**src/rtl/blake2_stream_pkg.sv**
```systemverilog
// Shared types and constants for the BLAKE2 stream sequencer.
package blake2_stream_pkg;

  // Sequencer states, in the order a job walks through them.
  typedef enum logic [2:0] {
    ST_IDLE,
    ST_CFG,
    ST_DATA,
    ST_WAIT_HASH,
    ST_READ
  } state_e;

  // Command codes carried alongside every byte sent to the core.
  localparam logic [1:0] CMD_CFG  = 2'b00;
  localparam logic [1:0] CMD_DATA = 2'b01;
  localparam logic [1:0] CMD_LAST = 2'b10;
  localparam logic [1:0] CMD_RSVD = 2'b11;

  // kk, nn, ll[7:0], ll[15:8]
  localparam int CFG_BYTES = 4;

  // Wide enough that nblk*BB for ll = 65535 does not wrap.
  localparam int IDX_W = 17;

  // Digest lengths of 0 or above the supported maximum fall back to the maximum.
  function automatic logic [7:0] clamp_nn(input logic [7:0] nn, input int nn_max);
    if (nn == 8'd0 || int'(nn) > nn_max) begin
      return 8'(nn_max);
    end
    return nn;
  endfunction

endpackage

```
**src/rtl/blake2_stream_cnt.sv**
```systemverilog
// Byte-index counter for the message phase: tracks position within the
// zero-padded block stream and flags message/last-block/end boundaries.
module blake2_stream_cnt
  import blake2_stream_pkg::*;
#(
  parameter int BB = 64
) (
  input  logic        clk,
  input  logic        rst,
  input  logic        clr,
  input  logic        adv,
  input  logic [15:0] ll,
  output logic        in_msg,
  output logic        last_blk,
  output logic        end_of_data
);

  localparam logic [IDX_W-1:0] BB_W      = IDX_W'(BB);
  localparam logic [IDX_W-1:0] BLK_MASK  = ~(BB_W - 17'd1);

  logic [IDX_W-1:0] idx_q, idx_d;
  logic [IDX_W-1:0] ll_w;
  logic [IDX_W-1:0] total;

  assign ll_w = {1'b0, ll};
  // An empty message still produces one (all-pad) block.
  assign total = (ll == 16'd0) ? BB_W : ((ll_w + BB_W - 17'd1) & BLK_MASK);

  assign in_msg      = (idx_q < ll_w);
  assign last_blk    = (idx_q >= (total - BB_W));
  assign end_of_data = (idx_q == (total - 17'd1));

  // Next byte index: cleared at job start, stepped on each accepted data byte.
  always_comb begin
    idx_d = idx_q;
    if (clr) begin
      idx_d = '0;
    end else if (adv) begin
      idx_d = idx_q + 17'd1;
    end
  end

  // Index register.
  always_ff @(posedge clk or posedge rst) begin
    if (rst) begin
      idx_q <= '0;
    end else begin
      idx_q <= idx_d;
    end
  end

endmodule

```
**src/rtl/blake2_stream_ctrl.sv**
```systemverilog
// Sequencer that pushes one BLAKE2 job (config, padded message) into the
// byte-wide core interface and collects the digest bytes that come back.
module blake2_stream_ctrl
  import blake2_stream_pkg::*;
#(
  parameter int BB      = 64,
  parameter int NN_MAX  = 32,
  parameter int TIMEOUT = 4096
) (
  input  logic        clk,
  input  logic        rst,
  input  logic        start_i,
  input  logic [7:0]  kk_i,
  input  logic [7:0]  nn_i,
  input  logic [15:0] ll_i,
  input  logic        src_valid_i,
  input  logic [7:0]  src_data_i,
  output logic        src_ready_o,
  output logic        core_valid_o,
  output logic [1:0]  core_cmd_o,
  output logic [7:0]  core_data_o,
  input  logic        core_ready_i,
  input  logic        hash_valid_i,
  input  logic [7:0]  hash_i,
  output logic        dig_valid_o,
  output logic [7:0]  dig_data_o,
  output logic        busy_o,
  output logic        done_o,
  output logic        error_o
);

  localparam int TW = $clog2(TIMEOUT + 1);

  state_e          state_q, state_d;
  logic [7:0]      kk_q, kk_d;
  logic [7:0]      nn_q, nn_d;
  logic [15:0]     ll_q, ll_d;
  logic [1:0]      cfg_idx_q, cfg_idx_d;
  logic [TW-1:0]   tmo_q, tmo_d;
  logic [7:0]      rd_cnt_q, rd_cnt_d;
  logic            core_valid_q, core_valid_d;
  logic [1:0]      core_cmd_q, core_cmd_d;
  logic [7:0]      core_data_q, core_data_d;
  logic            dig_valid_q, dig_valid_d;
  logic [7:0]      dig_data_q, dig_data_d;
  logic            busy_q, busy_d;
  logic            done_q, done_d;
  logic            error_q, error_d;

  logic            cnt_clr, cnt_adv;
  logic            in_msg, last_blk, end_of_data;
  logic            in_data, core_fire, hash_take;
  logic [1:0]      cfg_nxt_idx;
  logic [7:0]      cfg_nxt_byte;

  blake2_stream_cnt #(
    .BB (BB)
  ) u_cnt (
    .clk         (clk),
    .rst         (rst),
    .clr         (cnt_clr),
    .adv         (cnt_adv),
    .ll          (ll_q),
    .in_msg      (in_msg),
    .last_blk    (last_blk),
    .end_of_data (end_of_data)
  );

  // In DATA the message bytes flow straight from the source so they are not
  // delayed; pad bytes and command are derived from the registered index.
  assign in_data      = (state_q == ST_DATA);
  assign core_valid_o = in_data ? (in_msg ? src_valid_i : 1'b1) : core_valid_q;
  assign core_cmd_o   = in_data ? (last_blk ? CMD_LAST : CMD_DATA) : core_cmd_q;
  assign core_data_o  = in_data ? (in_msg ? src_data_i : 8'h00) : core_data_q;
  assign src_ready_o  = in_data & in_msg & core_ready_i;
  assign core_fire    = core_valid_o & core_ready_i;
  assign hash_take    = hash_valid_i & ((state_q == ST_WAIT_HASH) | (state_q == ST_READ));

  assign dig_valid_o  = dig_valid_q;
  assign dig_data_o   = dig_data_q;
  assign busy_o       = busy_q;
  assign done_o       = done_q;
  assign error_o      = error_q;

  assign cfg_nxt_idx  = cfg_idx_q + 2'd1;

  // Select the configuration byte that follows the one currently on the bus.
  always_comb begin
    cfg_nxt_byte = kk_q;
    case (cfg_nxt_idx)
      2'd0:    cfg_nxt_byte = kk_q;
      2'd1:    cfg_nxt_byte = nn_q;
      2'd2:    cfg_nxt_byte = ll_q[7:0];
      default: cfg_nxt_byte = ll_q[15:8];
    endcase
  end

  // Job sequencing: next state, counters and registered outputs.
  always_comb begin
    state_d      = state_q;
    kk_d         = kk_q;
    nn_d         = nn_q;
    ll_d         = ll_q;
    cfg_idx_d    = cfg_idx_q;
    tmo_d        = tmo_q;
    rd_cnt_d     = rd_cnt_q;
    core_valid_d = core_valid_q;
    core_cmd_d   = core_cmd_q;
    core_data_d  = core_data_q;
    error_d      = error_q;
    done_d       = 1'b0;
    dig_valid_d  = hash_take;
    dig_data_d   = hash_take ? hash_i : dig_data_q;
    cnt_clr      = 1'b0;
    cnt_adv      = 1'b0;

    case (state_q)
      ST_IDLE: begin
        if (start_i) begin
          kk_d         = kk_i;
          nn_d         = clamp_nn(nn_i, NN_MAX);
          ll_d         = ll_i;
          error_d      = 1'b0;
          cnt_clr      = 1'b1;
          cfg_idx_d    = 2'd0;
          tmo_d        = '0;
          rd_cnt_d     = 8'd0;
          core_valid_d = 1'b1;
          core_cmd_d   = CMD_CFG;
          core_data_d  = kk_i;
          state_d      = ST_CFG;
        end
      end

      ST_CFG: begin
        if (core_fire) begin
          if (cfg_idx_q == 2'(CFG_BYTES - 1)) begin
            core_valid_d = 1'b0;
            core_data_d  = 8'h00;
            state_d      = ST_DATA;
          end else begin
            cfg_idx_d   = cfg_nxt_idx;
            core_data_d = cfg_nxt_byte;
          end
        end
      end

      ST_DATA: begin
        if (core_fire) begin
          cnt_adv = 1'b1;
          if (end_of_data) begin
            tmo_d   = '0;
            state_d = ST_WAIT_HASH;
          end
        end
      end

      ST_WAIT_HASH: begin
        if (hash_valid_i) begin
          rd_cnt_d = 8'd1;
          if (nn_q == 8'd1) begin
            done_d  = 1'b1;
            state_d = ST_IDLE;
          end else begin
            state_d = ST_READ;
          end
        end else if (tmo_q == TW'(TIMEOUT - 1)) begin
          error_d = 1'b1;
          state_d = ST_IDLE;
        end else begin
          tmo_d = tmo_q + 1'b1;
        end
      end

      ST_READ: begin
        if (hash_valid_i) begin
          rd_cnt_d = rd_cnt_q + 8'd1;
          if ((rd_cnt_q + 8'd1) == nn_q) begin
            done_d  = 1'b1;
            state_d = ST_IDLE;
          end
        end
      end

      default: state_d = ST_IDLE;
    endcase

    busy_d = (state_d != ST_IDLE);
  end

  // State and output registers; reset aborts any job immediately.
  always_ff @(posedge clk or posedge rst) begin
    if (rst) begin
      state_q      <= ST_IDLE;
      kk_q         <= 8'h00;
      nn_q         <= 8'h00;
      ll_q         <= 16'h0000;
      cfg_idx_q    <= 2'd0;
      tmo_q        <= '0;
      rd_cnt_q     <= 8'd0;
      core_valid_q <= 1'b0;
      core_cmd_q   <= CMD_CFG;
      core_data_q  <= 8'h00;
      dig_valid_q  <= 1'b0;
      dig_data_q   <= 8'h00;
      busy_q       <= 1'b0;
      done_q       <= 1'b0;
      error_q      <= 1'b0;
    end else begin
      state_q      <= state_d;
      kk_q         <= kk_d;
      nn_q         <= nn_d;
      ll_q         <= ll_d;
      cfg_idx_q    <= cfg_idx_d;
      tmo_q        <= tmo_d;
      rd_cnt_q     <= rd_cnt_d;
      core_valid_q <= core_valid_d;
      core_cmd_q   <= core_cmd_d;
      core_data_q  <= core_data_d;
      dig_valid_q  <= dig_valid_d;
      dig_data_q   <= dig_data_d;
      busy_q       <= busy_d;
      done_q       <= done_d;
      error_q      <= error_d;
    end
  end

endmodule
```
**config.mk**
```make
export PLATFORM = sky130hd
export DESIGN_NAME = blake2_stream_ctrl
export DESIGN_NICKNAME = d
export VERILOG_FILES = /design/src/rtl/blake2_stream_pkg.sv /design/src/rtl/blake2_stream_cnt.sv /design/src/rtl/blake2_stream_ctrl.sv
export SDC_FILE = /design/constraint.sdc
export NUM_CORES = 1
export LEC_CHECK = 0
export ABC_AREA = 0
export CAP_MARGIN = 20
export CELL_PAD_IN_SITES_DETAIL_PLACEMENT = 0
export CELL_PAD_IN_SITES_GLOBAL_PLACEMENT = 2
export CORE_MARGIN = 2
export CORE_UTILIZATION = 34
export CTS_BUF_LIST = sky130_fd_sc_hd__clkbuf_16
export CTS_CLUSTER_DIAMETER = 50
export DETAILED_ROUTE_END_ITERATION = 10
export PLACE_DENSITY_LB_ADDON = 0.1
export SETUP_SLACK_MARGIN = 0.02
export SYNTH_ARGS = -nofsm -noshare
export SYNTH_HDL_FRONTEND = slang
export SYNTH_SLANG_ARGS = --single-unit
```
**constraint.sdc**
```tcl
create_clock -name clk -period 6.1 [get_ports clk]
set_clock_uncertainty 0.1 [all_clocks]
set_input_delay 1.22 -clock clk [delete_from_list [all_inputs] [get_ports clk]]
set_output_delay 1.22 -clock clk [all_outputs]
set_load 0.02 [all_outputs]
```
==> results.md, run 1 <==
- Worst slack, placed: 366 ps
- Initial DRT Pass Iterations: 4
- CTS max path bufs: 2
- Maximum vdd drop: ~0.00020 V
- Number of global-route vias before repair: 5,273
- Largest net degree at the start of global routing: 56
- Starting DRT DRC Count: 234
- Die area: ~18,000 µm²
- Final WL: about 17 mm
- Post-CTS setup buffer count: 0
- Final Hold Fails: 0
- Critical path startpoint category: flop
- DP HPWL: approximately 13 mm
- Worst-path clk slew: around 70 ps
- Largest cells by area after synthesis: dfrtp_1 41%, nand2_1 8.1%, ha_1 7.7%
- Leading area contributor after synthesis: dfrtp_1
- Syn-to-layout area delta: 22.2%
- Sw frac: a little over two fifths
- Worst-Skew Late Latency: approximately 350 ps
- Final Setup Violations: 0
- All-Layer GR Usage: 19.9%
- FMAX: 181 MHz
- Row count: 48
- Drt via density: 5.43
- WL/cell: about 18 µm
- Average size of a mapped cell: 8.68 µm²
- CTS Buf Count: 9
- Clock power share: between 20% and 30%
- Initial antenna violation count: 0
- Post-synth EDFFs: 0
- Internal power: 1.69 mW
- Hold_ws: between 300 and 400 ps
- Register area share after synthesis: about two fifths
- Logic pwr share: 46.1%
- First-pass GRT wire length: ~28 mm
- Sequential power share: roughly a third
- ANT cells: 0
- Buffers on Ports: just under 80
- Final max-slew violation count: 0
- Slew @ Worst Pin: between 1000 and 1500 ps
- DRT antenna net count: 0
- Netlist Area Pre-Place: 5860 µm²
- CTS Sinks: between 90 and 100
- Reg2reg setup slack: 1650 ps
- Crit. End Element: output port
- Post-route setup slack: 576 ps
- Switching pwr: roughly 1.3 mW
- Net count after synthesis: around 770
- Top FF cell, synth: dfrtp_1
- Status: complete, no violations
- Mapped Cells: 675
- Leak: 3.08 nW
- DRC: 0
- Hold_buf cts: 0
- Initial Util: roughly a third
- Critical path fanouts, max: 5
- Required time worst endpoint: roughly 4800 ps
- RSZ-0062 raised after global routing: no
- Htree depth: 3
- Pwr Density: about 410 nW/µm²
- Count of different cell masters after synthesis: 66
- I/O pin cnt: 78
- Synth async-reset ratio: 100%
- Ys Warns: 0
- Vert. Die Dim: 135 µm
- CORE AREA: 17,100 µm²
- Vias: ~5,300
- Number of max-cap violations: 0
- Synth top area share: approximately two fifths
- Most frequent cells in the layout: 126 x nand2_1, 96 x dfrtp_1, 75 x clkdlybuf4s50_1
- CP arrival: around 4200 ps
- Root Buffer: clkbuf_16
- Layout cells sized above 1: 4.83%
- Worst min path class: reg -> reg
- Critical path type: reg -> out
- Final core utilization: 42.0%
- Fin crit share: a little over 90%
- Commonest non-fill, non-tap cell in the layout: nand2_1
- Number of synthesized register bits: between 90 and 100
- RePlAce Congestion: a little under 0.9
- Global route overflow: 0
- TritonCTS clock tree: done
- Setup TNS: 0 ps
- Minimum clock period after layout: 5520 ps
- Nets@finish: between 800 and 900
- Relative slew slack: between 30% and 40%
- Chip Width: about 140 µm
-- critical path, cell delays in order (launching register included) --
cell and delay [ps]:
dfrtp_1 420, inv_1 120, nand2_1 100, or4_1 430, nor2_1 150, a21oi_1 120
ha_1 260, nor4_2 250, nand3_1 160, o31ai_1 270, xnor2_1 170, ha_1 270
nand4_1 90, nor3_1 70, and3_1 180, or4_1 400, o21ai_0 160, dlymetal6s2s_1 250
-- metal layers --
layer / GRT usage [%] / routed length, µm / share of wire [%]
met1: 26.8 / 8150 / 47
met2: 32.9 / 8460 / 49
met3: 2.96 / 405 / 2.3
met4: 6.60 / 253 / 1.5
met5: 0 / 0 / 0
-- path summary, 6_finish.rpt --
check,start,end,cells past startpoint
max in group asynchronous,rst,u_cnt.idx_q[6],3
min reg2reg,dig_data_o[5],dig_data_o[5],2
max reg2reg,ll_q[11],tmo_q[12],16
max,ll_q[11],core_cmd_o[0],17
min,dig_data_o[5],dig_data_o[5],2
min in group asynchronous,rst,done_o,2
-- power groups by stage --
stage	clock network, mW	logic, mW	registers (mW)
floorplan	0	0.891	0.967
global placement	0	1.35	0.994
detailed placement	0	1.36	0.997
CTS	0.604	1.37	0.989
global route	0.628	1.52	1.02
finish	0.590	1.36	0.996
-- layout make-up --
cell class                 instances  area, µm²
tap                              225        282
fill                            1735       9890
clock buffer                       9        225
sequential                        96       2400
clock inverter                     7       71.3
inverter                          32        123
multi-input combinational        519       3240
timing repair buffer              83        821
-- flip-flops by register name, summed over array words and instances, names as in the netlist --
signal        cells
kk_q              8
ll_q             16
tmo_q            13
dig_valid_o       1
error_o           1
state_q           3
core_data_q       8
dig_data_o        8
busy_o            1
done_o            1
core_valid_q      1
cfg_idx_q         2
nn_q              8
rd_cnt_q          8
u_cnt.idx_q      17
-- synthesized netlist by cell type, drive strengths merged (3+ instances only) --
| cell type | count |
|---|---|
| a211o | 3 |
| a21oi | 32 |
| a222oi | 8 |
| a22o | 15 |
| a22oi | 8 |
| a31oi | 10 |
| and2 | 6 |
| and3 | 10 |
| buf | 8 |
| clkbuf | 20 |
| dfrtp | 96 |
| ha | 36 |
| inv | 31 |
| mux2 | 3 |
| mux2i | 6 |
| nand2 | 126 |
| nand2b | 5 |
| nand3 | 21 |
| nand4 | 10 |
| nor2 | 40 |
| nor2b | 4 |
| nor3 | 15 |
| nor4 | 9 |
| o211ai | 4 |
| o21ai | 61 |
| o22ai | 3 |
| o31ai | 8 |
| o41ai | 3 |
| or3 | 9 |
| or4 | 9 |
| xnor2 | 14 |
| xor2 | 5 |
-- per-stage QoR --
step	cell area, µm²	cells	power (mW)
after global routing	7160	971	3.17
final	7160	971	2.94
after CTS	7140	971	2.96
after global placement	6840	955	2.35
after floorplan	5860	675	1.86
after detailed placement	6840	955	2.36
-- kinds of logic (layout without fill, tap and decap cells) --
logic type | after synthesis | count (layout) | share of synthesized area (%)
AND/OR/NAND/NOR | 278 | 278 | 22.6
AO/OA/AOI/OAI | 177 | 177 | 19.9
flip-flops | 96 | 96 | 41.0
buffers and inverters | 60 | 131 | 4.33
adder cells (fa/ha/maj) | 36 | 36 | 7.68
XOR/XNOR | 19 | 19 | 2.84
multiplexers | 9 | 9 | 1.66
-- repair_timing --
item	CTS	global route
hold endpoints to repair	0	0
resized for setup	1	4
endpoints found under the setup margin	1	2
No activity file was read; power rests on OpenSTA's default activity.
==> inputs of run 2 (changes only) <==
--- a/config.mk
+++ b/config.mk
@@ -15,6 +15,7 @@
 export CTS_CLUSTER_DIAMETER = 50
 export DETAILED_ROUTE_END_ITERATION = 10
 export PLACE_DENSITY_LB_ADDON = 0.1
+export RECOVER_POWER = 50
 export SETUP_SLACK_MARGIN = 0.02
 export SYNTH_ARGS = -nofsm -noshare
 export SYNTH_HDL_FRONTEND = slang
==> run 2 against run 1 <==
Against the previous run: clock power about the same; the flow now finishes with violations (max-capacitance violations, max-slew violations); register-to-register slack about the same; worst setup slack worse by 14 ps; critical path depth unchanged; via count is 0.32% higher; combinational power hardly changed; worst hold slack worse by 6.9 ps; die area stayed put; largest cell class unchanged; count of clock-buffer cells in the layout unchanged.
==> results.md, run 2 (synthesized netlist as in run 1, its figures left out) <==
- Status: complete, but fails checks
- Failing checks: max-capacitance violations, max-slew violations
- Slowest stage delay, CP: 430 ps
- Row count: 48
- CTS Buf Count: 9
- Met1 wire length: 8.13 mm
- Final Setup Violations: 0
- Vias: roughly 5,300
- RePlAce Congestion: about 0.87
- Top Layer Used: met4
- Critical-path cell list: inv_1 -> nand2_1 -> or4_1 -> nor2_1 -> a21oi_1 -> ha_1 -> nor4_2 -> nand3_1 -> o31ai_1 -> xnor2_1 -> ha_1 -> nand4_1 -> nor3_1 -> and3_1 -> or4_1 -> o21ai_0 -> dlymetal6s2s_1
- CORE AREA: between 15,000 and 20,000 µm²
- TritonCTS clock tree: done
- Critical path fanouts, max: 5
- Fin crit share: around nine tenths
- Post-Layout Inst Area: roughly 7100 µm²
- CTS max path bufs: 2
- Slowest cell on crit path: or4_1
- DP HPWL: about 13 mm
- Critical path startpoint category: flop
- Commonest non-fill, non-tap cell in the layout: nand2_1
- Initial antenna violation count: 0
- Slew @ Worst Pin: about 2500 ps
- Vert. Die Dim: approximately 140 µm
- Number of max-cap violations: 2
- Starting DRT DRC Count: 293
- Register area: roughly 2400 µm²
- FMAX: around 180 MHz
- First-pass GRT wire length: about 28 mm
- All-Layer GR Usage: a little under 20%
- Worst-path clk slew: around 70 ps
- RSZ-0062 raised after global routing: no
- Number of global-route vias before repair: about 5,300
- Largest net degree at the start of global routing: between 50 and 60
- # fillers: between 1,500 and 2,000
- Nets@finish: just over 800
- Chip Width: 135 µm
- Htree depth: 3
- WL/cell: between 15 and 20 µm
- Combined area of the multi-input logic cells: between 3000 and 4000 µm²
- Worst min path class: reg -> reg
- Final max-slew violation count: approximately 110
- Minimum clock period after layout: between 5000 and 6000 ps
- Final Hold Fails: 0
- Critical path type: reg -> out
- Number of flip-flops in the largest register: 17
- Syn-to-layout area delta: 21.9%
- Maximum vdd drop: between 0.0002 and 0.00025 V
- DRT antenna net count: 0
- Drt via density: roughly 5.4
- CTS Sinks: between 90 and 100
- Buffers on Ports: 77
- Crit. End Element: output port
- Final core utilization: approximately two fifths
- Biggest register: u_cnt.idx_q
- Hold_ws: around 370 ps
- Most frequent cells in the layout: 126 x nand2_1, 96 x dfrtp_1, 59 x clkdlybuf4s50_1
- Global route overflow: 0
- Initial DRT Pass Iterations: 4
- I/O pin cnt: slightly below 80
- DRC: 0
- CP arrival: roughly 4200 ps
- Regs by FF count: u_cnt.idx_q x17, ll_q x16, tmo_q x13
- Required time worst endpoint: between 4000 and 5000 ps
- Detail Route met2 WL: 8.47 mm
- ANT cells: 0
- Layout cells sized above 1: roughly 4.4%
- Initial Util: about a third
- Worst-Skew Late Latency: roughly 350 ps
- Die area: ~18,000 µm²
- Setup TNS: 0 ps
- Root Buffer: clkbuf_16
- DP Area: a little under 7000 µm²
- Relative slew slack: -66.8%
- Leak: between 3 and 4 nW
- Final WL: 17.3 mm
- Pwr Density: 410 nW/µm²
- Routed wl met3: just over 400 µm
-- run 2: cell types whose count changed in the layout (fill, tap and decap cells not counted) --
cell / delta
inv_4: -1
dlygate4sd3_1: +16
clkdlybuf4s50_1: -16
buf_4: -3
clkbuf_1: +2
clkinvlp_2: +1
nor4b_2: -1
nor4b_1: +1
clkbuf_2: +1
-- run 2: worst paths after layout --
path,from,to,slack [ps],cells past startpoint
max,ll_q[11],core_cmd_o[0],560,17
min,dig_data_o[6],dig_data_o[6],370,2
max reg2reg,ll_q[11],tmo_q[12],1650,16
min reg2reg,dig_data_o[6],dig_data_o[6],370,2
max in group asynchronous,rst,u_cnt.idx_q[15],2050,3
min in group asynchronous,rst,done_o,1870,2
-- run 2: critical path: cells and delay by family, from the launching register on --
family,cells,cell delay (ps)
buffers and inverters,2,380
DFF,1,420
adders and majority gates,2,530
and+or+nand+nor,9,1840
xor gates and xnor gates,1,170
AOI/OAI and AO/OA,3,550
-- run 2: power by group --
group / switching [mW] / leakage, nW / internal (mW)
sequential: 0.180 / 1.25 / 0.812
clock: 0.272 / 0.143 / 0.319
combinational: 0.800 / 1.69 / 0.546
-- run 2: per-stage QoR --
stage	setup WS, ps	power, mW	instances
after floorplan	1020	1.86	675
after global placement	448	2.35	955
after detailed placement	366	2.36	955
after CTS	46.5	2.96	971
after global routing	186	3.15	971
final	562	2.93	971
-- run 2: metal layers --
metal | track usage [%] | vias to the layer above
li1 | - | 2589
met3 | 2.96 | 17
met1 | 26.8 | 2605
met2 | 32.9 | 80
met4 | 6.60 | 0
met5 | 0 | -
-- run 2: final cells by class --
class | instances | area share (%)
multi-input cells | 519 | 45.2
flip-flops and latches | 96 | 33.6
repair buffers | 83 | 11.3
well taps | 225 | 3.94
clock buffers | 9 | 3.15
inverters | 32 | 1.70
clock inverters | 7 | 0.998
-- run 2: timing repair --
| item | 4_1_cts | 5_1_grt |
|---|---|---|
| buffers inserted | 0 | 0 |
| gates resized for setup | 1 | 4 |
| endpoints found under the setup margin | 1 | 2 |
| hold buffers | 0 | 0 |
| pin swaps | 0 | 0 |
==> inputs of run 3 (changes only) <==
==> constraint.sdc (replaced) <==
create_clock -name clk -period 6.1 [get_ports clk]
set_clock_uncertainty 0.1 [all_clocks]
set_input_delay 1.22 -clock clk [delete_from_list [all_inputs] [get_ports clk]]
set_output_delay 1.22 -clock clk [all_outputs]
set_load 0.01 [all_outputs]
==> run 3 against run 2 <==
Against the previous run: the flow still finishes with violations (max-capacitance violations, max-slew violations); count of clock-buffer cells in the layout unchanged; core utilization about the same; fmax decreased by 2.5%; critical path depth unchanged.
==> results.md, run 3 (synthesized netlist as in run 1, its figures left out) <==
- All-Layer GR Usage: around a fifth
- Initial Util: approximately a third
- Top Layer Used: met4
- Met1 wire length: around 7.8 mm
- Critical-path cell list: inv_1 -> nand2_1 -> or4_1 -> nor2_2 -> a21oi_1 -> ha_1 -> nor4_2 -> nand3_1 -> o21ai_0 -> xnor2_1 -> ha_1 -> a211o_1 -> o221ai_1 -> a21o_1 -> a21oi_1 -> o41a_1 -> clkdlybuf4s50_1
- Critical path fanouts, max: 5
- Relative slew slack: -70.0%
- Largest net degree at the start of global routing: between 50 and 60
- RSZ-0062 raised after global routing: no
- TritonCTS clock tree: done
- Slowest cell on crit path: clkdlybuf4s50_1
- Die area: about 18,000 µm²
- Syn-to-layout area delta: 22.0%
- Global route overflow: 0
- Detail Route met2 WL: about 9 mm
- Row count: 48
- Post-route setup slack: roughly 420 ps
- CP arrival: approximately 4400 ps
- # fillers: 1,755
- Required time worst endpoint: about 4800 ps
- Crit. End Element: output port
- Number of max-cap violations: 2
- DRC: 0
- Initial antenna violation count: 0
- Status: complete, but fails checks
- CORE AREA: ~17,000 µm²
- CTS Buf Count: 9
- Pwr Density: around 400 nW/µm²
- Layout cells sized above 1: 4.69%
- Commonest non-fill, non-tap cell in the layout: nand2_1
- Nets@finish: 832
- Minimum clock period after layout: approximately 5700 ps
- I/O pin cnt: 78
- Fin crit share: between 90% and 100%
- Final Setup Violations: 0
- Vias: between 5,000 and 6,000
- Worst-Skew Late Latency: ~360 ps
- DP Area: 6840 µm²
- Leak: slightly above 3 nW
- Combined area of the multi-input logic cells: 3240 µm²
- CTS Sinks: 96
- Final Hold Fails: 0
- Worst slack, placed: about 440 ps
- FMAX: 176 MHz
- Regs by FF count: u_cnt.idx_q x17, ll_q x16, tmo_q x13
- Hold path start: dig_data_o[0]
- Root Buffer: clkbuf_16
- Maximum vdd drop: approximately 0.00018 V
- DP HPWL: about 13 mm
- Vert. Die Dim: between 100 and 150 µm
- Biggest register: u_cnt.idx_q
- Buffers on Ports: 77
- Worst-path clk slew: roughly 70 ps
- Initial DRT Pass Iterations: 5
- Critical path startpoint category: flop
- FF-to-FF Start: ll_q[5]
- Crit path from: ll_q[10]
- Chip Width: ~140 µm
- First-pass GRT wire length: a little under 30 mm
- Hold_buf cts: 0
- Register area: approximately 2400 µm²
- Slew @ Worst Pin: between 2000 and 3000 ps
- Starting DRT DRC Count: roughly 350
- WL/cell: around 18 µm
- DRT antenna net count: 0
- Final WL: around 17 mm
- Failing checks: max-capacitance violations, max-slew violations
- Reg2reg setup slack: about 1900 ps
- Critical path type: reg -> out
- Worst min path class: reg -> reg
- Routed wl met3: about 730 µm
- Slowest stage delay, CP: between 400 and 500 ps
- Htree depth: 3
- Drt via density: 5.49
- Number of flip-flops in the largest register: 17
- Final max-slew violation count: about 110
- Number of global-route vias before repair: 5,445
- Post-Layout Inst Area: about 7200 µm²
- Most frequent cells in the layout: 126 x nand2_1, 96 x dfrtp_1, 60 x clkdlybuf4s50_1
- CTS max path bufs: 2
- Setup TNS: 0 ps
- ANT cells: 0
- RePlAce Congestion: roughly 0.85
- Final core utilization: a little over two fifths
run 3: changes by cell type in the layout (fill, tap and decap cells not counted), sizes merged:
cell / previous run / this run
clkinvlp: 3 / 2
dlymetal6s2s: 2 / 1
clkdlybuf4s50: 59 / 60
buf: 3 / 4
clkinv: 3 / 4
run 3: report_power, final:
group	switching [mW]	leakage (nW)	internal, mW
sequential	0.180	1.25	0.813
combinational	0.750	1.68	0.547
clock	0.261	0.142	0.315
run 3: metrics by stage:
stage / cells / hold WS, ps / total power, mW
3_5_place_dp: 955 / 364 / 2.30
2_1_floorplan: 675 / 345 / 1.81
5_1_grt: 972 / 398 / 3.10
3_3_place_gp: 955 / 359 / 2.29
6_report: 972 / 372 / 2.87
4_1_cts: 971 / 380 / 2.90
run 3: what timing repair did:
action / CTS / global route
gates resized for setup: 1 / 6
buffers inserted: 0 / 1
gates cloned: 0 / 0
endpoints found under the setup margin: 1 / 2
pin swaps: 0 / 3
run 3: worst paths after layout:
| kind | to | depth (start not counted) |
|---|---|---|
| worst min register to register | dig_data_o[0] | 2 |
| worst min-delay path | dig_data_o[0] | 2 |
| min in group asynchronous | done_o | 2 |
| max in group asynchronous | u_cnt.idx_q[13] | 3 |
| worst max register to register | tmo_q[10] | 15 |
| worst max-delay path | core_cmd_o[1] | 17 |
run 3: worst max-delay path, delay by kind of cell, from the launching register on:
| family | cells | cell delay (ps) |
|---|---|---|
| AO/OA/AOI/OAI | 7 | 1240 |
| AND/OR/NAND/NOR | 5 | 1040 |
| buffers and inverters | 2 | 590 |
| adder cells (fa/ha/maj) | 2 | 550 |
| flip-flops | 1 | 430 |
| XOR/XNOR | 1 | 160 |
run 3: area by class of cell:
cell class,instances,area share [%]
clock buffers,9,3.15
inverters,32,1.70
multi-input cells,519,45.3
well taps,225,3.94
repair buffers,84,11.4
clock inverters,7,0.875
flip-flops and latches,96,33.6
run 3: metal layers:
metal	up-vias	global-route usage, %
met5	-	0
li1	2583	-
met4	0	4.75
met1	2627	26.3
met3	15	4.23
met2	114	34.4
==> variant 1 (settings of run 1) <==
The parameter `TIMEOUT` goes from 4096 to 8192.
--- a/src/rtl/blake2_stream_ctrl.sv
+++ b/src/rtl/blake2_stream_ctrl.sv
@@ -6,5 +6,5 @@
   parameter int BB      = 64,
   parameter int NN_MAX  = 32,
-  parameter int TIMEOUT = 4096
+  parameter int TIMEOUT = 8192
 ) (
   input  logic        clk,
Behaviour: same outputs for any inputs over 4 cycles, from zero or initial values and one cycle with rst high; that may be too few to reach the edited logic, so the function may still have changed.
==> variant 1 against run 1 <==
Routed wire length rose by 3.1%; combinational power fell by 28%; critical endpoint is now core_cmd_o[1]; register-to-register slack got worse by 510 ps; die area rose by 3.0%; worst setup slack got worse by 230 ps; count of clock-buffer cells in the layout did not move; power fell by 15%; area after synthesis rose by 3.1%; sequential cell count rose by 1; design area rose by 2.3%.
==> variant 1: results (changes against run 1) <==
Power and ir drop
  • Reported net switching power: 0.984 mW (-22%)
  • Power Combinational: 0.983 mW (-28%)
  • Clock power frac: 21.8% (+1.8 points)
  • Areal power density over the cells: 342 mW/mm^2 (-17%)
  • Maximum resistive drop on vdd: 0.000167 V (-18%)
  • Lkg Pwr: 3.27 nW (+6.1%)

Drt
  • Vias per cell: 5.50 (+1.3%)
  • Number of iterations in the first detailed-routing pass: 5 (+1)
  • Detailed-route wire length: 17800 um (+3.1%)
  • Detailed router's first-iteration violation count: 426 (+82%)

Global routing
  • Pin count of the biggest net entering global routing: 73 (+30%)
  • Number of global-route vias before repair: 5159 (-2.2%)
  • Global-route usage over all layers: 19.5% (-0.40 points)
  • First-pass GRT wire length: 28300 um (-0.14%)

Finish
  • Regs by FF count: u_cnt.idx_q (17), ll_q (16), tmo_q (14)
  • Fillers: 1744 (+0.52%)
  • NumNets Final: 836 (+0.60%)
  • Proportion of layout cells with a drive suffix above 1: 6.13% (+1.3 points)
  • Ant diodes: 0 (unchanged)

Worst setup path
  • Cell with the biggest individual delay on the critical path: or4_1
  • Maximum fanout along the worst path: 4 (-1)
  • Crit path largest cell delay: 450 ps (+20 ps)
  • Register-to-register setup slack: 1140 ps (-510 ps)
  • Data arrival time of the worst path: 4440 ps (+240 ps)
  • Cell type group with the largest total delay on the critical path: simple AND/OR/NAND/NOR gates

STA
  • Final cycle utilization of the critical path: 94.4% (+3.8 points)
  • Slew of the pin with the lowest slew margin: 1010 ps (-18.0 ps)

CTS
  • H-tree levels: 3 (unchanged)
  • Buffers inserted by post-CTS timing repair: 0 (unchanged)
  • CTS buffer count: 9 (unchanged)
  • Clock tree buffer depth: 2 (unchanged)
  • Clock edge transition at the registers on the reported setup and hold paths: 70 ps (about the same)

Logic synthesis
  • Sequential cell area fraction in the yosys report: 40.2% (-0.82 points)
  • List of most frequent post-synthesis cells: 115 x nand2_1, 97 x dfrtp_1, 55 x nor2_1
  • Ys flop type: dfrtp_1
  • Total number of yosys warnings: 0 (unchanged)
  • Number of distinct library cells after synthesis: 66 (unchanged)
  • Dominant cells by area after synthesis: dfrtp_1 40%, ha_1 7.5%, nand2_1 7.1%, a21oi_1 3.6%, nor2_1 3.4%
  • Async set or reset register ratio after synthesis: 100% (unchanged)
  • Net Count, Synth: 768 (+0.39%)

Placed design
  • DPL Wire Length: 13200 um (+4.6%)
  • GP Congestion: 0.876 (+1.1%)
  • Count of buffers from port buffering: 77 (unchanged)
  • Pre-CTS setup slack: 102 ps (-264 ps)

Status
  • Outcome: finished, final reports clean
[variant 1: path summary, 6_finish.rpt]
kind	start	end	depth (start not counted)
worst min-delay path	tmo_q[13]	tmo_q[13]	1
worst max-delay path	ll_q[2]	core_cmd_o[1]	19
worst max register to register	ll_q[2]	tmo_q[1]	20
max in group asynchronous	rst	nn_q[5]	3
min in group asynchronous	rst	u_cnt.idx_q[13]	2
worst min register to register	tmo_q[13]	tmo_q[13]	1
[variant 1: cells by family after synthesis]
logic type	after synthesis	share of synthesized area, %
AND/OR/NAND/NOR	275	21.4
flip-flops	97	40.2
adder cells (fa/ha/maj)	36	7.45
buffers and inverters	61	4.29
AO/OA/AOI/OAI	168	20.2
multiplexers	18	3.21
XOR/XNOR	23	3.33
[variant 1: routing by layer]
layer / global-route usage [%] / up-vias / part of all wire (%)
li1: - / 2573 / -
met1: 28.9 / 2652 / 50
met2: 29.5 / 128 / 45
met3: 2.72 / 19 / 4.0
met4: 5.50 / 0 / 1.4
met5: 0 / - / 0
[variant 1: timing repair]
action	CTS	global route
pin swaps	0	2
endpoints found under the setup margin	2	2
resized for setup	3	5
hold buffers	0	0
[variant 1: through the flow]
step | std cells | hold WS (ps) | area (sq um)
3_3_place_gp | 959 | 362 | 7020
6_report | 976 | 372 | 7330
5_1_grt | 976 | 409 | 7330
3_5_place_dp | 959 | 367 | 7020
4_1_cts | 975 | 378 | 7300
2_1_floorplan | 678 | 343 | 6040
[variant 1: layout make-up]
type                            count  area share [%]
Clock inverter                      7           0.649
Tap cell                          225            3.84
Multi-Input combinational cell    520            46.3
Inverter                           32            1.67
Timing Repair Buffer               86            11.4
Sequential cell                    97            33.1
Clock buffer                        9            3.07
==> variant 2 (config.mk and constraints of run 1) <==
Made on the original files. Encoding of `state_e`: now one-hot (5 bits for 5 states).
--- a/src/rtl/blake2_stream_pkg.sv
+++ b/src/rtl/blake2_stream_pkg.sv
@@ -3,10 +3,10 @@
 
   // Sequencer states, in the order a job walks through them.
-  typedef enum logic [2:0] {
-    ST_IDLE,
-    ST_CFG,
-    ST_DATA,
-    ST_WAIT_HASH,
-    ST_READ
+  typedef enum logic [4:0] {
+    ST_IDLE      = 5'b00001,
+    ST_CFG       = 5'b00010,
+    ST_DATA      = 5'b00100,
+    ST_WAIT_HASH = 5'b01000,
+    ST_READ      = 5'b10000
   } state_e;
 
Formal check against the unedited RTL: same outputs for any inputs over 10 cycles, from zero or initial values and one cycle with rst high; not proved beyond that.
==> variant 2 against run 1 <==
Worst setup slack lost 190 ps; routed wire length grew 1.4%; non-clock buffer count grew 1; design area grew 2.4%; power shrank 16%; sequential share of layout area shrank 0.090 points; sequential power shrank 5.1%; synthesized cell count grew 2.5%; critical path depth shrank 3; area after synthesis grew 2.9%; sequential cell count grew 2.
==> variant 2: results (changes against run 1) <==
Finish
  • Fillers: 1702 (-1.9%)
  • NumNets Final: 846 (+1.8%)
  • Proportion of layout cells with a drive suffix above 1: 6.18% (+1.4 points)
  • Final core area utilization: 42.4% (+0.42 points)

Worst setup path
  • Cell type group with the largest total delay on the critical path: compound AO/OA/AOI/OAI gates
  • Reg2Reg Depth: 15 (-1)
  • Critical path endpoint: core_cmd_o[1]
  • RR Startpoint: ll_q[0]
  • Crit path largest cell delay: 570 ps (+140 ps)
  • Register-to-register setup slack: 1590 ps (-60 ps)
  • Cell with the biggest individual delay on the critical path: or4_4

STA
  • Post-route worst setup slack: 391 ps (-185 ps)
  • Final Hold Slack: 376 ps (-2.47 ps)
  • Slew of the pin with the lowest slew margin: 1010 ps (-15.2 ps)

Logic synthesis
  • Dominant cells by area after synthesis: dfrtp_1 40%, ha_1 7.5%, nand2_1 7.1%, o21ai_0 4.9%, a21oi_1 3.5%
  • Avg Cell Area, Syn: 8.72 sq um (+0.35%)
  • Number of distinct library cells after synthesis: 70 (+6.1%)
  • List of most frequent post-synthesis cells: 114 x nand2_1, 97 x dfrtp_1, 59 x o21ai_0

Placed design
  • GP Congestion: 0.807 (-6.8%)
  • Cell Area, Placed: 0.00701 sq mm (+2.5%)
  • Pre-CTS setup slack: 88.3 ps (-278 ps)

Global routing
  • First-pass GRT wire length: 28000 um (-1.2%)
  • Number of global-route vias before repair: 5137 (-2.6%)
  • Global-route usage over all layers: 19.4% (-0.51 points)
  • Pin count of the biggest net entering global routing: 69 (+23%)

Power and ir drop
  • Pint: 1.50 mW (-11%)
  • Maximum resistive drop on vdd: 0.000165 V (-19%)
  • Lkg Pwr: 3.19 nW (+3.7%)

Drt
  • Vias per cell: 5.45 (+0.35%)
  • Number of iterations in the first detailed-routing pass: 5 (+1)
  • DR vias: 5374 (+1.9%)
  • Detailed router's first-iteration violation count: 363 (+55%)
  • Detailed-route wire length: 17500 um (+1.4%)

Status
  • Outcome: finished, final reports clean

Min path
  • Beginning of the worst hold path: error_o
## variant 2: cells by family after synthesis
kind of cell	after synthesis	synth area share, %
simple gates	280	23.1
flops	98	40.7
mux	4	0.705
xor+xnor	23	3.34
compound gates	194	21.0
fa+ha+maj	36	7.47
buf+inv	57	3.67
## variant 2: worst min path at each step
stage	endpoint	slack, ps	cells past startpoint
5_1_grt	kk_q[0]	400	2
6_report	error_o	380	2
3_3_place_gp	dig_data_o[4]	360	2
3_5_place_dp	dig_data_o[0]	370	2
2_1_floorplan	kk_q[0]	350	2
4_1_cts	kk_q[5]	380	2
## variant 2: layer usage
metal	up-vias	routed length, um	share of wire [%]	global-route usage, %
li1	2647	-	-	-
met1	2632	8120	46	26.6
met2	81	8620	49	31.6
met3	14	589	3.4	3.86
met4	0	183	1.0	4.41
met5	-	0	0	0
## variant 2: power groups by stage
stage	combinational [mW]	clock (mW)	sequential, mW
after floorplan	0.667	0	0.896
after global placement	0.922	0	0.952
after detailed placement	0.940	0	0.954
after CTS	0.956	0.601	0.943
after global routing	1.06	0.634	0.968
final	0.946	0.584	0.945
## variant 2: final cells by class
type | count | share of cell area (%)
multi-input cells | 537 | 46.1
flip-flops and latches | 98 | 33.5
repair buffers | 84 | 11.3
well taps | 225 | 3.84
clock buffers | 9 | 3.07
inverters | 26 | 1.36
clock inverters | 7 | 0.955
## variant 2: timing repair
action                                  CTS  global route
buffers inserted                          1             0
cloned                                    0             0
pin swaps                                 1             1
resized for setup                         4             2
endpoints found under the setup margin    1             1
## variant 2: tightest hold or removal path, cell delays in order, from the launching register on
cell and delay (ps):
dfrtp_1 340, nand2_1 50, o41ai_1 50
